--- config.mk ---
export PLATFORM = sky130hd
export DESIGN_NAME = button_stepper
export DESIGN_NICKNAME = d
export VERILOG_FILES = /design/src/rtl/button_stepper.sv
export SDC_FILE = /design/constraint.sdc
export NUM_CORES = 1
export LEC_CHECK = 0
export BUFFER_PORTS_ARGS = -buffer_cell sky130_fd_sc_hd__buf_2
export CAP_MARGIN = 20
export CORE_UTILIZATION = 40
export DETAILED_ROUTE_END_ITERATION = 16
export PLACE_DENSITY = 0.67
export SLEW_MARGIN = 20
export SYNTH_ARGS = -nofsm -noshare
export SYNTH_HDL_FRONTEND = slang
export SYNTH_SLANG_ARGS = --single-unit
--- constraint.sdc ---
create_clock -name clk -period 3 [get_ports clk]
set_input_delay 0.9 -clock clk [delete_from_list [all_inputs] [get_ports clk]]
set_output_delay 0.9 -clock clk [all_outputs]
set_load 0.03 [all_outputs]
--- src/rtl/button_stepper.sv ---
// Front-panel button stepper: turns a debounced button level into press,
// release and CPU step pulses, with hold-to-auto-repeat and a step counter.
//
// state     | meaning
// ----------+-----------------------------------------------------------
// ST_IDLE   | button not accepted, waiting for a rising edge
// ST_HOLD   | accepted press, counting towards the first repeat step
// ST_REPEAT | auto-repeat active, step every REPEAT_COUNT cycles
module button_stepper #(
  parameter int CNT_WIDTH    = 25,
  parameter int HOLD_COUNT   = 25_000_000,
  parameter int REPEAT_COUNT = 5_000_000
) (
  input  logic       clk,
  input  logic       rst_n,
  input  logic       btn_clean,
  input  logic       repeat_en,
  output logic       press_pulse,
  output logic       release_pulse,
  output logic       step_pulse,
  output logic       repeating,
  output logic [7:0] step_count
);

  typedef enum logic [1:0] {
    ST_IDLE   = 2'd0,
    ST_HOLD   = 2'd1,
    ST_REPEAT = 2'd2
  } state_e;

  localparam logic [CNT_WIDTH-1:0] HOLD_LAST   = CNT_WIDTH'(HOLD_COUNT - 1);
  localparam logic [CNT_WIDTH-1:0] REPEAT_LAST = CNT_WIDTH'(REPEAT_COUNT - 1);
  localparam logic [CNT_WIDTH-1:0] CNT_ONE     = CNT_WIDTH'(1);

  state_e               state_q, state_d;
  logic [CNT_WIDTH-1:0] cnt_q, cnt_d;
  logic                 btn_q;
  logic                 press_q, press_d;
  logic                 release_q, release_d;
  logic                 step_q, step_d;
  logic                 rep_q, rep_d;
  logic [7:0]           step_cnt_q, step_cnt_d;

  logic rise;
  logic fall;

  // btn_q resets high so a button held through reset must be released first.
  assign rise = btn_clean & ~btn_q;
  assign fall = ~btn_clean;

  // Next-state, counter and pulse decode; fall always wins over an expiry.
  always_comb begin
    state_d   = state_q;
    cnt_d     = cnt_q;
    press_d   = 1'b0;
    release_d = 1'b0;
    step_d    = 1'b0;
    case (state_q)
      ST_IDLE: begin
        if (rise) begin
          press_d = 1'b1;
          step_d  = 1'b1;
          cnt_d   = '0;
          state_d = ST_HOLD;
        end
      end
      ST_HOLD: begin
        if (fall) begin
          release_d = 1'b1;
          cnt_d     = '0;
          state_d   = ST_IDLE;
        end else if (cnt_q == HOLD_LAST) begin
          if (repeat_en) begin
            step_d  = 1'b1;
            cnt_d   = '0;
            state_d = ST_REPEAT;
          end else begin
            cnt_d = HOLD_LAST;
          end
        end else begin
          cnt_d = cnt_q + CNT_ONE;
        end
      end
      ST_REPEAT: begin
        if (fall) begin
          release_d = 1'b1;
          cnt_d     = '0;
          state_d   = ST_IDLE;
        end else if (!repeat_en) begin
          // Park saturated in HOLD so re-enabling repeat steps immediately.
          cnt_d   = HOLD_LAST;
          state_d = ST_HOLD;
        end else if (cnt_q == REPEAT_LAST) begin
          step_d = 1'b1;
          cnt_d  = '0;
        end else begin
          cnt_d = cnt_q + CNT_ONE;
        end
      end
      default: begin
        state_d = ST_IDLE;
        cnt_d   = '0;
      end
    endcase
    rep_d      = (state_d == ST_REPEAT);
    step_cnt_d = step_cnt_q + 8'(step_d);
  end

  // State, counter and registered outputs with synchronous active-low reset.
  always_ff @(posedge clk) begin
    if (!rst_n) begin
      state_q    <= ST_IDLE;
      cnt_q      <= '0;
      btn_q      <= 1'b1;
      press_q    <= 1'b0;
      release_q  <= 1'b0;
      step_q     <= 1'b0;
      rep_q      <= 1'b0;
      step_cnt_q <= 8'd0;
    end else begin
      state_q    <= state_d;
      cnt_q      <= cnt_d;
      btn_q      <= btn_clean;
      press_q    <= press_d;
      release_q  <= release_d;
      step_q     <= step_d;
      rep_q      <= rep_d;
      step_cnt_q <= step_cnt_d;
    end
  end

  assign press_pulse   = press_q;
  assign release_pulse = release_q;
  assign step_pulse    = step_q;
  assign repeating     = rep_q;
  assign step_count    = step_cnt_q;

endmodule

# After elaboration in Yosys (flattened, before gate mapping)

Index checks and enable logic that the tools add are counted.

Add/sub/neg operators: 2
Equality and inequality tests: 6
Mux-type cells: 24
Bitwise operators: 2
Reduce and logical (&&, ||, !) cells: 4

Operators by type and width:

| kind                                                   | count |
|---|---|
| 2-to-1 mux 25 bit                                      | 7 |
| case mux 25 bit (3 select lines)                       | 1 |
| adder 25 x 1 -> 25 bit (second input constant)         | 1 |
| equality test 25 x 23 -> 1 bit (second input constant) | 1 |
| equality test 25 bit (second input constant)           | 1 |
| 2-to-1 mux 2 bit                                       | 6 |
| adder 8 x 1 -> 8 bit                                   | 1 |
| 2-to-1 mux 1 bit                                       | 8 |
| case mux 2 bit (3 select lines)                        | 1 |
| equality test 2 bit (second input constant)            | 2 |
| AND reduction 2 bit                                    | 2 |
| case mux 1 bit (3 select lines)                        | 1 |
| equality test 2 x 1 -> 1 bit (second input constant)   | 1 |
| zero test 2 bit                                        | 1 |
| != test 2 bit (second input constant)                  | 1 |
| OR reduction 2 bit                                     | 1 |
| AND 1 bit                                              | 1 |
| inverter 1 bit                                         | 1 |

Flip-flop bits (word level): 40
Input bits: 4
Output and inout port bits: 12
Word-level logic and storage cells: 46

# Depth between registers and ports, before layout

Gate-level depths: netlist (run 1).

Word-level depth: 6
Mapped depth: 11
Mapped depth without buffers: 11

# Worst setup path after synthesis (run 1)

No wires, ideal clock.

Path kind: register to register
Start point: register cnt_q[0]
End point: register step_cnt_q[5], in the netlist step_count[5]
Library setup time: 115 ps
Arrival: 2,163 ps
Data required time: 2,885 ps
Setup slack: 722 ps
Stages on the path, launching flop included: 12
Buffers on the path: 0
Period minus slack after synthesis: 2,278 ps
Cell sequence: dfxtp_1 ha_1 nand3_1 nand4bb_1 nor3_1 a22oi_1 nor2_1 ha_1 and3_1 nand3_1 xnor2_1 and2_1

Longest elaborated chain between the ends: 6

Ends and longest elaborated chain:

| item                                | RTL line | source |
|---|---|---|
| from (decl)                         | 36       | `logic [CNT_WIDTH-1:0] cnt_q, cnt_d;` |
| from (signal assigned)              | 122      | `cnt_q <= cnt_d;` |
| equality test 25 x 23 -> 1 bit      | 93       | `end else if (cnt_q == REPEAT_LAST) begin` |
| 2-to-1 mux 1 bit                    | 93       |  |
| 2-to-1 mux 1 bit                    | 89       | `end else if (!repeat_en) begin` |
| 2-to-1 mux 1 bit                    | 85       | `if (fall) begin` |
| case mux 1 bit (3 select lines) (*) | 58       | `case (state_q)` |
| via step_d                          | 40       | `logic step_q, step_d;` |
| adder 8 x 1 -> 8 bit (*)            | 106      | `step_cnt_d = step_cnt_q + 8'(step_d);` |
| to (signal assigned)                | 128      | `step_cnt_q <= step_cnt_d;` |
| to (decl)                           | 42       | `logic [7:0] step_cnt_q, step_cnt_d;` |

The timed path passes the listed nets; every way through them passes the cells marked *.
A chain may end at the register's enable or synchronous reset.

# Final worst setup path (run 1)

Start point: register cnt_q[0]
End point: register step_cnt_q[4], in the netlist step_count[4]

Same word-level chain as after synthesis.

==> flow_summary.toml, run 1 <==
[outcome]
status = "finished clean"

[synth]
synth_flop_cell = "dfxtp_1"
synth_edf_count = 0
netlist_instances = 300
synth_area_sq_mm = 0.00245
ys_async_sr_fraction = 0
syn_area_per_cell_sq_um = 8.18
post-synth-top-count-cell = "nand2_1"
synth_top_area_frac = 0.326
yosys.area.top_type = "dfxtp_1"
yosys_warnings = 0
synth_cell_type_count = 65
synthTopCellsByArea = "dfxtp_1, nand2_1, a21oi_1"
synth_common_cells = "nand2_1, dfxtp_1, a21oi_1"
yosysSeqAreaShare = 0.326
syn_nets = 311
yosys_register_bits = 40

[final_layout]
stdcell_area_sq_mm = 0.00271
syn_to_final_growth_pct = 10.2
ff_latch_area_sq_um = 801
antenna_cells = 0
drive_above_1_share = 0.150
multi_input_area_sq_mm = 0.00155
nFillCells = 601
nets = 329

[timing]
timing_max_transition_violations_final = 0
finalCritPeriodShare = 0.810
clock_skew_ns = 0.00582
setup_tns_ns = 0
grt_setup_unrepaired = "false"
hold_violations = 0
fmax_ghz = 0.412
setup_viol = 0
worst_slew_pin_slew_ns = 0.642
slew_headroom = 0.569
period_minus_slack_ns = 2.43
setup_slack_ns = 0.571

[clock_network]
post_cts_resized = 0
cts_root_buffer = "clkbuf_8"
cts_htree_levels = 2
hold_buffers = 0
cts_buffers = 5
cts_setup_buffers = 0
cts_buffer_depth = 2
cts.sinks = 40
tritoncts = "yes"
clkTransAtPathRegs_ns = 0.09
clk_latency_ns = 0.30

[die]
pin_count = 16
dieHeight_microns = 80.3
die_area_sq_mm = 0.00645
num_rows = 28
core_sq_mm = 0.00592
start_util = 0.414
die_x_microns = 80.3

[global_routing]
grt_pass1_wl_microns = 9870
grt_util_all_layers = 0.200
grt_pass1_vias = 2080
grt_overflow_total = 0
grt_max_degree = 26
antenna_found_initial = 0

[hold_path]
min_path_type = "flip-flop to flip-flop"
hp-start = "cnt_q[1]$_SDFFE_PN0P_"

[setup_path]
r2r-start = "cnt_q[0]$_SDFFE_PN0P_"
worstPathRequired_ns = 3.20
critPathMaxFanout = 5
endpoint_kind = "flip-flop"
startpoint = "cnt_q[0]$_SDFFE_PN0P_"
crit_type = "flip-flop to flip-flop"
startpoint_type = "flip-flop"
arrival_ns = 2.63

[detailed_routing]
first_pass_iters = 5
drtAntennaViolNets = 0
drc = 0
wire_per_inst_microns = 15.3
avgViaCountPerCell = 5.94
num_vias = 2341
drtIter0Drc = 240
wl_microns = 6030

[placement]
gp_congestion = 0.986
numPortBuffers = 15
dp_slack_ns = 0.332
dpl_cell_area_sq_mm = 0.00259
hpwl_microns = 4450

[run]
drv_cap = 0

[power_and_ir_drop]
vdd_ir_drop_max_uv = 209
power.density_mw_per_mm2 = 395
power_mw = 1.07
p_leak_nw = 1.04
## area by class of cell
type,instances,area share
Multi-Input combinational cell,242,0.574
Sequential cell,40,0.296
Timing Repair Buffer,19,0.0389
Tap cell,75,0.0347
Clock buffer,5,0.0254
Clock inverter,3,0.0171
Inverter,10,0.0139
## cell usage in the layout, fill, tap and decap left out, types with 3 or more instances in the layout
cell type,instances
and2_1,13
o211ai_1,6
o21ai_0,15
nand4_1,11
nand2b_1,3
a31oi_1,7
buf_4,4
inv_1,10
dfxtp_1,40
nor3_1,7
buf_2,15
mux2i_1,3
and3_2,3
nor2_1,18
nand2_1,43
o311ai_0,3
nand3_1,18
a21oi_1,19
clkbuf_8,5
xnor2_1,6
and3_1,7
ha_1,7
## metal layers
layer | routed length (microns) | up-vias | track usage
met5 | 0 | - | 0
met4 | 105 | 0 | 0.0661
met3 | 388 | 11 | 0.0398
met2 | 2740 | 78 | 0.309
met1 | 2790 | 1114 | 0.275
li1 | - | 1138 | -
## flip-flops by register name, indices dropped and copies added, names as in the netlist
register       count
step_pulse         1
state_q            2
release_pulse      1
step_count         8
cnt_q             25
press_pulse        1
repeating          1
btn_q              1
## metrics by stage
stage          hold slack (ns)   util  instances
2_1_floorplan            0.467      -        300
3_3_place_gp             0.486  0.437        386
3_5_place_dp             0.503  0.437        386
4_1_cts                  0.514  0.457        394
5_1_grt                  0.537  0.457        394
6_report                 0.514  0.457        394
## where the power goes
group          total (mW)  switching, mW  internal [mW]
clock network       0.465          0.214          0.251
logic              0.0683         0.0464         0.0218
registers           0.536        0.00224          0.534
## cells by family after synthesis
family,count (synthesis),share of synthesized area
AO/OA/AOI/OAI,73,0.197
XOR/XNOR,8,0.0286
adder cells (fa/ha/maj),7,0.0357
buffers and inverters,18,0.0408
flip-flops,40,0.326
multiplexers,4,0.0168
AND/OR/NAND/NOR,150,0.355
## worst max-delay path, stage by stage, from the launching register on
cell and delay, ns:
dfxtp_1 0.40, ha_1 0.23, nand3_1 0.18, nand4bb_1 0.28, nor3_1 0.22, a22oi_1 0.12
nor2_1 0.13, ha_1 0.17, ha_1 0.21, nand3_1 0.11, xnor2_1 0.13, and2_1 0.15
## path summary, 6_finish.rpt
| path | endpoint | cells past startpoint | slack [ns] |
|---|---|---|---|
| worst min register to register | cnt_q[1]$_SDFFE_PN0P_ | 2 | 0.51 |
| worst max-delay path | step_count[4]$_SDFF_PN0_ | 11 | 0.57 |
| worst min-delay path | cnt_q[1]$_SDFFE_PN0P_ | 2 | 0.51 |
| worst max register to register | step_count[4]$_SDFF_PN0_ | 11 | 0.57 |
No activity file was read; power rests on OpenSTA's default activity.
==> inputs of run 2 (changes only) <==
Clock period 3 ns to 2.3 ns, I/O delays scaled along.
==> run 2 against run 1 <==
Net effect:
- register-to-register slack got worse by 0.49 ns
- hold slack got worse by 0.020 ns
- cell area rose by 12%
- via count rose by 4.6%
- non-clock buffer count rose by 33
- routed wire length rose by 7.4%
- sequential share of layout area fell by 2.9 points
- total power rose by 30%
- critical path type unchanged
==> flow_summary.toml, run 2 (same netlist as run 1, synthesis figures left out) <==
[placement]
hpwl_microns = 4970
gp_congestion = 0.980
dp_slack_ns = -0.00551
numPortBuffers = 15
place_inst = 418

[die]
pin_count = 16
die_area_sq_mm = 0.00645
die_x_microns = 80.3
core_sq_mm = 0.00592
start_util = 0.414
num_rows = 28
dieHeight_microns = 80.3

[setup_path]
arrival_ns = 2.41
crit_type = "flip-flop to flip-flop"
endpoint_kind = "flip-flop"
critPathMaxFanout = 5
startpoint_type = "flip-flop"
worstPathRequired_ns = 2.49

[timing]
slew_headroom = 0.753
worst_slew_pin_slew_ns = 0.368
setup_slack_ns = 0.0771
clock_skew_ns = 0.00210
period_minus_slack_ns = 2.22
finalCritPeriodShare = 0.966
fmax_ghz = 0.450
hold_violations = 0
setup_viol = 0
timing_max_transition_violations_final = 0

[final_layout]
final_cell_mix = "nand2_1, buf_4, dfxtp_1"
final_common_cell = "nand2_1"
drive_above_1_share = 0.270
nets = 362
fin_util = 0.512
syn_to_final_growth_pct = 23.5
ff_latch_area_sq_um = 810
nFillCells = 554
largest_register_ffs = 25
multi_input_area_sq_mm = 0.00161
finalNonFillerCells = 427
antenna_cells = 0
top_register = "cnt_q"

[global_routing]
grt_util_all_layers = 0.213
grt_pass1_wl_microns = 10500
antenna_found_initial = 0
grt_overflow_total = 0
grt_pass1_vias = 2221
grt_max_degree = 22

[clock_network]
cts_buffers = 5
hold_buffers = 0
cts_htree_levels = 2
clk_latency_ns = 0.29
cts.sinks = 40
cts_buffer_depth = 2
tritoncts = "yes"
clkTransAtPathRegs_ns = 0.08
cts_root_buffer = "clkbuf_8"

[detailed_routing]
avgViaCountPerCell = 5.73
drtAntennaViolNets = 0
wl_microns = 6480
wire_per_inst_microns = 15.2
drc = 0
first_pass_iters = 5
drtIter0Drc = 153
num_vias = 2448

[power_and_ir_drop]
vdd_ir_drop_max_uv = 211
power_mw = 1.39
power.density_mw_per_mm2 = 459
p_leak_nw = 1.24

[hold_path]
min_path_type = "flip-flop to flip-flop"

[run]
drv_cap = 0

[outcome]
status = "finished clean"
==> run 2: cell types whose count changed in the layout (fill, tap and decap cells not counted), sizes merged <==
cell / change
buf: +33
clkinv: +1
inv: -1
==> run 2: final timing paths <==
| kind | start | endpoint | slack, ns | depth (start not counted) |
|---|---|---|---|---|
| worst max-delay path | cnt_q[17]$_SDFFE_PN0P_ | cnt_q[16]$_SDFFE_PN0P_ | 0.08 | 8 |
| worst min-delay path | cnt_q[17]$_SDFFE_PN0P_ | cnt_q[17]$_SDFFE_PN0P_ | 0.49 | 2 |
| worst max register to register | cnt_q[17]$_SDFFE_PN0P_ | cnt_q[16]$_SDFFE_PN0P_ | 0.08 | 8 |
| worst min register to register | cnt_q[17]$_SDFFE_PN0P_ | cnt_q[17]$_SDFFE_PN0P_ | 0.49 | 2 |
==> run 2: timing repair <==
action / in CTS / in global routing
pin swaps: 0 / 6
endpoints found under the setup margin: 4 / 6
hold endpoints to repair: 0 / 0
resized for setup: 1 / 15
setup buffers: 0 / 1
==> run 2: layout make-up <==
| type | instances | area share |
|---|---|---|
| Clock inverter | 3 | 0.0140 |
| Inverter | 10 | 0.0124 |
| Timing Repair Buffer | 52 | 0.121 |
| Multi-Input combinational cell | 242 | 0.532 |
| Sequential cell | 40 | 0.267 |
| Clock buffer | 5 | 0.0227 |
| Tap cell | 75 | 0.0310 |
==> run 2: power breakdown <==
part / leakage (nW) / total (mW) / switching (mW) / internal [mW]
combinational: 0.863 / 0.109 / 0.0677 / 0.0417
clock: 0.0541 / 0.584 / 0.262 / 0.321
sequential: 0.326 / 0.699 / 0.00311 / 0.696
total: 1.24 / 1.39 / 0.333 / 1.06
==> run 2: worst max-delay path, stage by stage (launching register included) <==
cell and delay [ns]:
dfxtp_2 0.35, nor4b_4 0.41, buf_4 0.18, buf_4 0.10, nand4_2 0.16, o32a_4 0.45
nand3_2 0.08, a21oi_1 0.06, o311a_1 0.32
==> run 2: through the flow <==
stage	setup TNS (ns)	hold slack [ns]	instance area, sq um
floorplan	0	0.467	2450
global placement	0	0.510	2840
detailed placement	-0.00551	0.523	2840
CTS	0	0.533	2970
global route	-0.0209	0.531	3030
finish	0	0.494	3030
==> run 2: metal layers <==
metal,up-vias,global-route usage,share of wire,wire length (microns)
met2,69,0.346,0.47,3040
met4,0,0.0643,0.015,95
li1,1203,-,-,-
met1,1167,0.290,0.47,3070
met5,-,0,0,0
met3,9,0.0318,0.041,264
